**src/rtl/viterbi_decoder_pkg.sv**
```systemverilog
// Shared definitions for the rate-1/2, K=3 (7,5 octal) hard-decision Viterbi decoder:
// code constants, the expected-symbol function and the Hamming branch metric.
package viterbi_decoder_pkg;

    localparam int         K        = 3;
    localparam int         N_STATES = 1 << (K - 1);
    localparam logic [2:0] G0       = 3'b111;
    localparam logic [2:0] G1       = 3'b101;

    // Expected {c0,c1} for encoder state {s1,s0} and input bit u.
    // The tap vector is {u,s1,s0}, so G0 covers all three and G1 covers u and s0.
    function automatic logic [1:0] exp_code(input logic [1:0] state, input logic u);
        logic [2:0] taps;
        taps     = {u, state};
        exp_code = {^(taps & G0), ^(taps & G1)};
    endfunction

    // Hamming distance (0..2) between a received pair and an expected pair.
    function automatic logic [1:0] branch_metric(input logic [1:0] code, input logic [1:0] expc);
        logic [1:0] diff;
        diff          = code ^ expc;
        branch_metric = {1'b0, diff[1]} + {1'b0, diff[0]};
    endfunction

endpackage

```
**src/rtl/viterbi_decoder_acs.sv**
```systemverilog
// Add-compare-select for one next state NS of the K=3 trellis.
// Predecessors are {NS[0],0} and {NS[0],1}; the input bit leading into NS is NS[1].
// Sums saturate at the all-ones metric; ties go to the predecessor with s0=0.
module conv_acs_unit
    import viterbi_decoder_pkg::*;
#(
    parameter int         METRIC_W = 6,
    parameter logic [1:0] NS       = 2'd0
)(
    input  logic [1:0]          code_sig,
    input  logic [METRIC_W-1:0] metric_p0,
    input  logic [METRIC_W-1:0] metric_p1,
    output logic [METRIC_W-1:0] metric_new,
    output logic                decision,
    output logic                u_bit
);

    localparam int         SUM_W = METRIC_W + 1;
    localparam logic       U_IN  = NS[1];
    localparam logic [1:0] PRED0 = {NS[0], 1'b0};
    localparam logic [1:0] PRED1 = {NS[0], 1'b1};

    logic [SUM_W-1:0]    sum0;
    logic [SUM_W-1:0]    sum1;
    logic [METRIC_W-1:0] sat0;
    logic [METRIC_W-1:0] sat1;

    // Candidate metrics through each predecessor, clamped at the metric maximum.
    always_comb begin
        sum0 = {1'b0, metric_p0} + SUM_W'(branch_metric(code_sig, exp_code(PRED0, U_IN)));
        sum1 = {1'b0, metric_p1} + SUM_W'(branch_metric(code_sig, exp_code(PRED1, U_IN)));
        sat0 = sum0[METRIC_W] ? {METRIC_W{1'b1}} : sum0[METRIC_W-1:0];
        sat1 = sum1[METRIC_W] ? {METRIC_W{1'b1}} : sum1[METRIC_W-1:0];
    end

    // Select the smaller candidate; equal metrics keep the s0=0 predecessor.
    always_comb begin
        decision   = (sat1 < sat0);
        metric_new = decision ? sat1 : sat0;
    end

    assign u_bit = U_IN;

endmodule

```
**src/rtl/viterbi_decoder.sv**
```systemverilog
// Hard-decision Viterbi decoder, rate 1/2, K=3, generators 7/5 octal, register-exchange survivors.
// One 2-bit symbol accepted per cycle with in_valid; the bit for symbol k is emitted the cycle
// after symbol k+DEPTH-1 is accepted. start_sig with in_valid restarts metrics, survivors and fill.
// Optional feature: define VITERBI_ERRCNT_EN to add the err_cnt port, which counts accepted
// symbols whose best pre-normalisation metric is non-zero (saturating at 16'hFFFF).
module viterbi_decoder
    import viterbi_decoder_pkg::*;
#(
    parameter int DEPTH    = 15,
    parameter int METRIC_W = 6
)(
    input  logic        clk_sig,
    input  logic        reset_sig,
    input  logic        start_sig,
    input  logic        in_valid,
    input  logic [1:0]  code_sig,
    output logic        out_valid,
    output logic        data_sig
`ifdef VITERBI_ERRCNT_EN
    ,
    output logic [15:0] err_cnt
`endif
);

    localparam int                  FILL_W     = $clog2(DEPTH + 1);
    localparam logic [METRIC_W-1:0] METRIC_MAX = {METRIC_W{1'b1}};
    localparam logic [FILL_W-1:0]   FILL_FULL  = FILL_W'(DEPTH);
    localparam logic [FILL_W-1:0]   FILL_OUT   = FILL_W'(DEPTH - 1);

    // The oldest survivor bit is consumed by the output register in the cycle it is
    // formed, so only DEPTH-1 bits per state need to be stored.
    logic [METRIC_W-1:0] metric_q    [N_STATES];
    logic [METRIC_W-1:0] metric_d    [N_STATES];
    logic [DEPTH-2:0]    surv_q      [N_STATES];
    logic [DEPTH-2:0]    surv_d      [N_STATES];
    logic [FILL_W-1:0]   fill_q;
    logic [FILL_W-1:0]   fill_d;
    logic                out_valid_q;
    logic                out_valid_d;
    logic                data_q;
    logic                data_d;

    logic                frame_restart;
    logic [METRIC_W-1:0] prev_metric [N_STATES];
    logic [DEPTH-2:0]    prev_surv   [N_STATES];
    logic [FILL_W-1:0]   prev_fill;
    logic [METRIC_W-1:0] acs_metric  [N_STATES];
    logic [N_STATES-1:0] acs_dec;
    logic [N_STATES-1:0] acs_u;
    logic [METRIC_W-1:0] min_metric;
    logic [METRIC_W-1:0] norm_metric [N_STATES];
    logic [DEPTH-1:0]    full_surv   [N_STATES];
    logic [1:0]          best;
    logic [1:0]          pred_idx;

    // A starting symbol is processed from the reset trellis state instead of the stored one.
    always_comb begin
        frame_restart = in_valid & start_sig;
        for (int i = 0; i < N_STATES; i++) begin
            prev_metric[i] = frame_restart ? ((i == 0) ? '0 : METRIC_MAX) : metric_q[i];
            prev_surv[i]   = frame_restart ? '0 : surv_q[i];
        end
        prev_fill = frame_restart ? '0 : fill_q;
    end

    genvar g;
    generate
        for (g = 0; g < N_STATES; g++) begin : g_acs
            conv_acs_unit #(
                .METRIC_W (METRIC_W),
                .NS       (2'(g))
            ) u_acs (
                .code_sig   (code_sig),
                .metric_p0  (prev_metric[(g % 2) * 2]),
                .metric_p1  (prev_metric[(g % 2) * 2 + 1]),
                .metric_new (acs_metric[g]),
                .decision   (acs_dec[g]),
                .u_bit      (acs_u[g])
            );
        end
    endgenerate

    // Normalise so the best state sits at 0; best is the lowest index holding 0.
    always_comb begin
        min_metric = acs_metric[0];
        for (int i = 1; i < N_STATES; i++) begin
            if (acs_metric[i] < min_metric) begin
                min_metric = acs_metric[i];
            end
        end
        for (int i = 0; i < N_STATES; i++) begin
            norm_metric[i] = acs_metric[i] - min_metric;
        end
        best = 2'd0;
        for (int i = N_STATES - 1; i >= 0; i--) begin
            if (norm_metric[i] == '0) begin
                best = 2'(i);
            end
        end
    end

    // Register exchange: each state inherits its chosen predecessor's path plus its own input bit.
    always_comb begin
        pred_idx = '0;
        for (int i = 0; i < N_STATES; i++) begin
            pred_idx     = {1'(i % 2), acs_dec[i]};
            full_surv[i] = {prev_surv[pred_idx], acs_u[i]};
        end
    end

    // Next-state: update on accepted symbols, hold everything else; out_valid is a one-cycle strobe.
    always_comb begin
        metric_d    = metric_q;
        surv_d      = surv_q;
        fill_d      = fill_q;
        out_valid_d = 1'b0;
        data_d      = data_q;
        if (in_valid) begin
            for (int i = 0; i < N_STATES; i++) begin
                metric_d[i] = norm_metric[i];
                surv_d[i]   = full_surv[i][DEPTH-2:0];
            end
            fill_d      = (prev_fill == FILL_FULL) ? FILL_FULL : prev_fill + 1'b1;
            out_valid_d = (prev_fill >= FILL_OUT);
            data_d      = full_surv[best][DEPTH-1];
        end
    end

    // Trellis state and output registers, asynchronously reset to the start-of-frame state.
    always_ff @(posedge clk_sig or negedge reset_sig) begin
        if (!reset_sig) begin
            for (int i = 0; i < N_STATES; i++) begin
                metric_q[i] <= (i == 0) ? '0 : METRIC_MAX;
                surv_q[i]   <= '0;
            end
            fill_q      <= '0;
            out_valid_q <= 1'b0;
            data_q      <= 1'b0;
        end else begin
            metric_q    <= metric_d;
            surv_q      <= surv_d;
            fill_q      <= fill_d;
            out_valid_q <= out_valid_d;
            data_q      <= data_d;
        end
    end

    assign out_valid = out_valid_q;
    assign data_sig  = data_q;

`ifdef VITERBI_ERRCNT_EN
    logic [15:0] err_cnt_q;
    logic [15:0] err_cnt_d;
    logic [15:0] err_base;

    // Count symbols where even the best path needed a correction; restart clears the count.
    always_comb begin
        err_base  = frame_restart ? '0 : err_cnt_q;
        err_cnt_d = err_cnt_q;
        if (in_valid) begin
            err_cnt_d = err_base;
            if ((min_metric != '0) && (err_base != 16'hFFFF)) begin
                err_cnt_d = err_base + 16'd1;
            end
        end
    end

    // Error counter register.
    always_ff @(posedge clk_sig or negedge reset_sig) begin
        if (!reset_sig) begin
            err_cnt_q <= '0;
        end else begin
            err_cnt_q <= err_cnt_d;
        end
    end

    assign err_cnt = err_cnt_q;
`endif

endmodule

```
**config.mk**
```make
export PLATFORM = sky130hd
export DESIGN_NAME = viterbi_decoder
export DESIGN_NICKNAME = d
export VERILOG_FILES = /design/src/rtl/viterbi_decoder_pkg.sv /design/src/rtl/viterbi_decoder_acs.sv /design/src/rtl/viterbi_decoder.sv
export SDC_FILE = /design/constraint.sdc
export NUM_CORES = 1
export LEC_CHECK = 0
export BUFFER_PORTS_ARGS = -buffer_cell sky130_fd_sc_hd__buf_2
export CELL_PAD_IN_SITES_DETAIL_PLACEMENT = 0
export CELL_PAD_IN_SITES_GLOBAL_PLACEMENT = 1
export CORE_MARGIN = 2
export CORE_UTILIZATION = 50
export CTS_CLUSTER_SIZE = 40
export DETAILED_ROUTE_END_ITERATION = 8
export PLACE_DENSITY = 0.92
export SETUP_SLACK_MARGIN = 0.3
export SYNTH_ARGS = -nofsm -noshare
export SYNTH_HDL_FRONTEND = slang
export SYNTH_SLANG_ARGS = --single-unit
```
**constraint.sdc**
```tcl
create_clock -name clk_sig -period 31.6 [get_ports clk_sig]
set_input_delay 4.74 -clock clk_sig [delete_from_list [all_inputs] [get_ports clk_sig]]
set_output_delay 4.74 -clock clk_sig [all_outputs]
set_load 0.05 [all_outputs]
```
==> impl_metrics.toml <==
[die]
rows = 46
die_h_um = 131
initial_core_util_pct = 50.8
dieArea_um2 = 17000
io_pins = 8
die_x_um = 131
core_area_um2 = 15800

[critical_path]
crit_type = "input port to register"
crit_required_ns = 31.81
end_kind = "register"
r2r-start = "metric_q[12]"
max_stage_delay_ns = 0.74
crit_path_frequent_cell = "ha_1"
slowest_stage = "and2_1"
cp-startpoint = "in_valid"
critPathLaunchType = "input port"
cp_data_arrival_time_ns = 18.24
cp_max_fo = 39

[layout]
area_growth_syn_to_layout_pct = 5.66
nets = 1038
design_area_um2 = 8460
drive_gt1_share_pct = 9.93
diodes = 0
layout_common_cells = "101 x inv_1, 101 x a21oi_1, 99 x nor2_1"

[sta]
worstMarginPinSlew_ns = 1.05
slew_violations = 0
max_slew_margin_pct = 29.7
fmax_mhz = 55.5
fin_skew_ns = 0.00619
rsz0062_at_grt = "no"
period_needed_ns = 18.03
tns_ns = 0
finalCritPeriodShare_pct = 57.1
hold_viol = 0
setup_viol_count_final = 0

[drt]
via_per_inst = 6.26
route.vias.total = 7469
ant_nets = 0
wl_per_cell_um = 18.2
post-route-drc-count = 0
drtIter0Drc = 762
firstDrtPassIters = 5
wl_um = 21700

[global_routing]
antenna_found_initial = 0
grt-ovfl-total = 0
grt_max_degree = 81
track_usage_pct = 26.1
grt_pass1_wl_um = 34900
grt_pass1_vias = 6795

[clocking]
cts_tree = "done"
postCtsSetupBuffers = 0
cts.sinks = 80
clock_latency_ns = 0.35
root_buffer = "clkbuf_16"
cts-buffers-inserted = 9
ctsHoldBuffers = 0
clk_path_buf_depth = 2
h-tree-depth = 3
clk_pin_slew_ns = 0.07
cts_resized = 0

[yosys]
yosysSeqAreaShare_pct = 25.3
synth_fp_nets = 1065
synth_top_cell_by_area = "dfrtp_1"
synth_cell_types = 96
yosys-top-cells-area = "dfrtp_1 19%, ha_1 8.4%, a21oi_1 6.4%"
syn-cell-area_um2 = 8010
async_flop_share_pct = 100
ys_warn_count = 0
synth-edff-count = 0
synth_seq_cells = 80
syn_avg_cell_area_um2 = 8.02
synthFlopType = "dfrtp_1"
synth_top_area_share_pct = 19.4
synthCells = 999

[job]
drv_cap = 0

[status]
outcome = "completed"

[min_path]
holdCritPathClass = "register to register"
min-delay-start = "surv_q[0]"

[placed_design]
place_congestion = 0.966
placed_area_um2 = 8150
numPortBuffers = 7
dp_hpwl_um = 16300
worst max-delay path: cells and delay by family:
| family | cells | cell delay (ns) |
|---|---|---|
| muxes | 2 | 0.49 |
| adders and majority gates | 8 | 2.41 |
| xor gates and xnor gates | 1 | 0.18 |
| and+or+nand+nor | 11 | 3.36 |
| buffers and inverters | 5 | 0.95 |
| AOI/OAI and AO/OA | 22 | 6.06 |
per-stage QoR:
step | cells | utilization [%] | hold slack (ns) | setup slack [ns]
6_report | 1193 | 53.7 | 0.483 | 13.57
5_1_grt | 1193 | 53.7 | 0.507 | 12.46
4_1_cts | 1193 | 53.7 | 0.483 | 13.81
3_5_place_dp | 1177 | 51.7 | 0.467 | 13.50
3_3_place_gp | 1177 | 51.7 | 0.456 | 13.72
2_1_floorplan | 999 | - | 0.440 | 15.76
sequential cells by signal (all words and copies together), names as in the netlist:
signal	flops
surv_q	50
metric_q	24
fill_q	4
data_sig	1
out_valid	1
cell usage after synthesis (7+ instances only):
cell type and number:
buf_1 13, nand2b_1 11, o211ai_1 14, xnor2_1 20, or3_1 7, mux2i_1 27, nor2_1 99, a211oi_1 15
a21o_1 10, o21ai_0 31, o21ai_1 7, mux2_2 12, a31oi_1 14, and2_1 10, nand3_1 20, nor3_1 19
ha_1 54, o22ai_1 55, buf_2 13, clkbuf_1 22, inv_1 101, o21a_1 8, dfrtp_1 62, dfstp_2 18
a21oi_1 102, nand3b_1 8, nand2_1 62
routing by layer:
metal	wire, µm	vias up	global-route usage (%)
li1	-	3639	-
met1	10600	3549	39.3
met2	9540	259	39.9
met3	1400	22	3.38
met4	224	0	6.45
met5	0	-	0
cells by family after synthesis:
family,after synthesis,synth area share (%)
compound gates,345,29.7
simple gates,285,17.5
buf+inv,152,7.56
flops,80,25.3
fa+ha+maj,66,10.7
mux,43,5.89
xor+xnor,28,3.41
area by class of cell:
type,instances,area (µm²)
Clock inverter,7,86.3
Tap cell,216,270
Multi-Input combinational cell,767,5390
Sequential cell,80,2020
Fill cell,1534,7310
Clock buffer,9,225
Timing Repair Buffer,13,85.1
Inverter,101,379
worst paths after layout:
path,endpoint,slack (ns),cells after the start
max in group asynchronous,metric_q[20],26.36,1
worst min register to register,surv_q[0],0.48,1
min in group asynchronous,surv_q[21],4.56,1
worst max register to register,data_sig,18.40,48
worst max-delay path,data_sig,13.57,49
worst min-delay path,surv_q[0],0.48,1
Power is not shown: default switching activity piles up to over one toggle a cycle in this logic, so the estimate is an artifact.
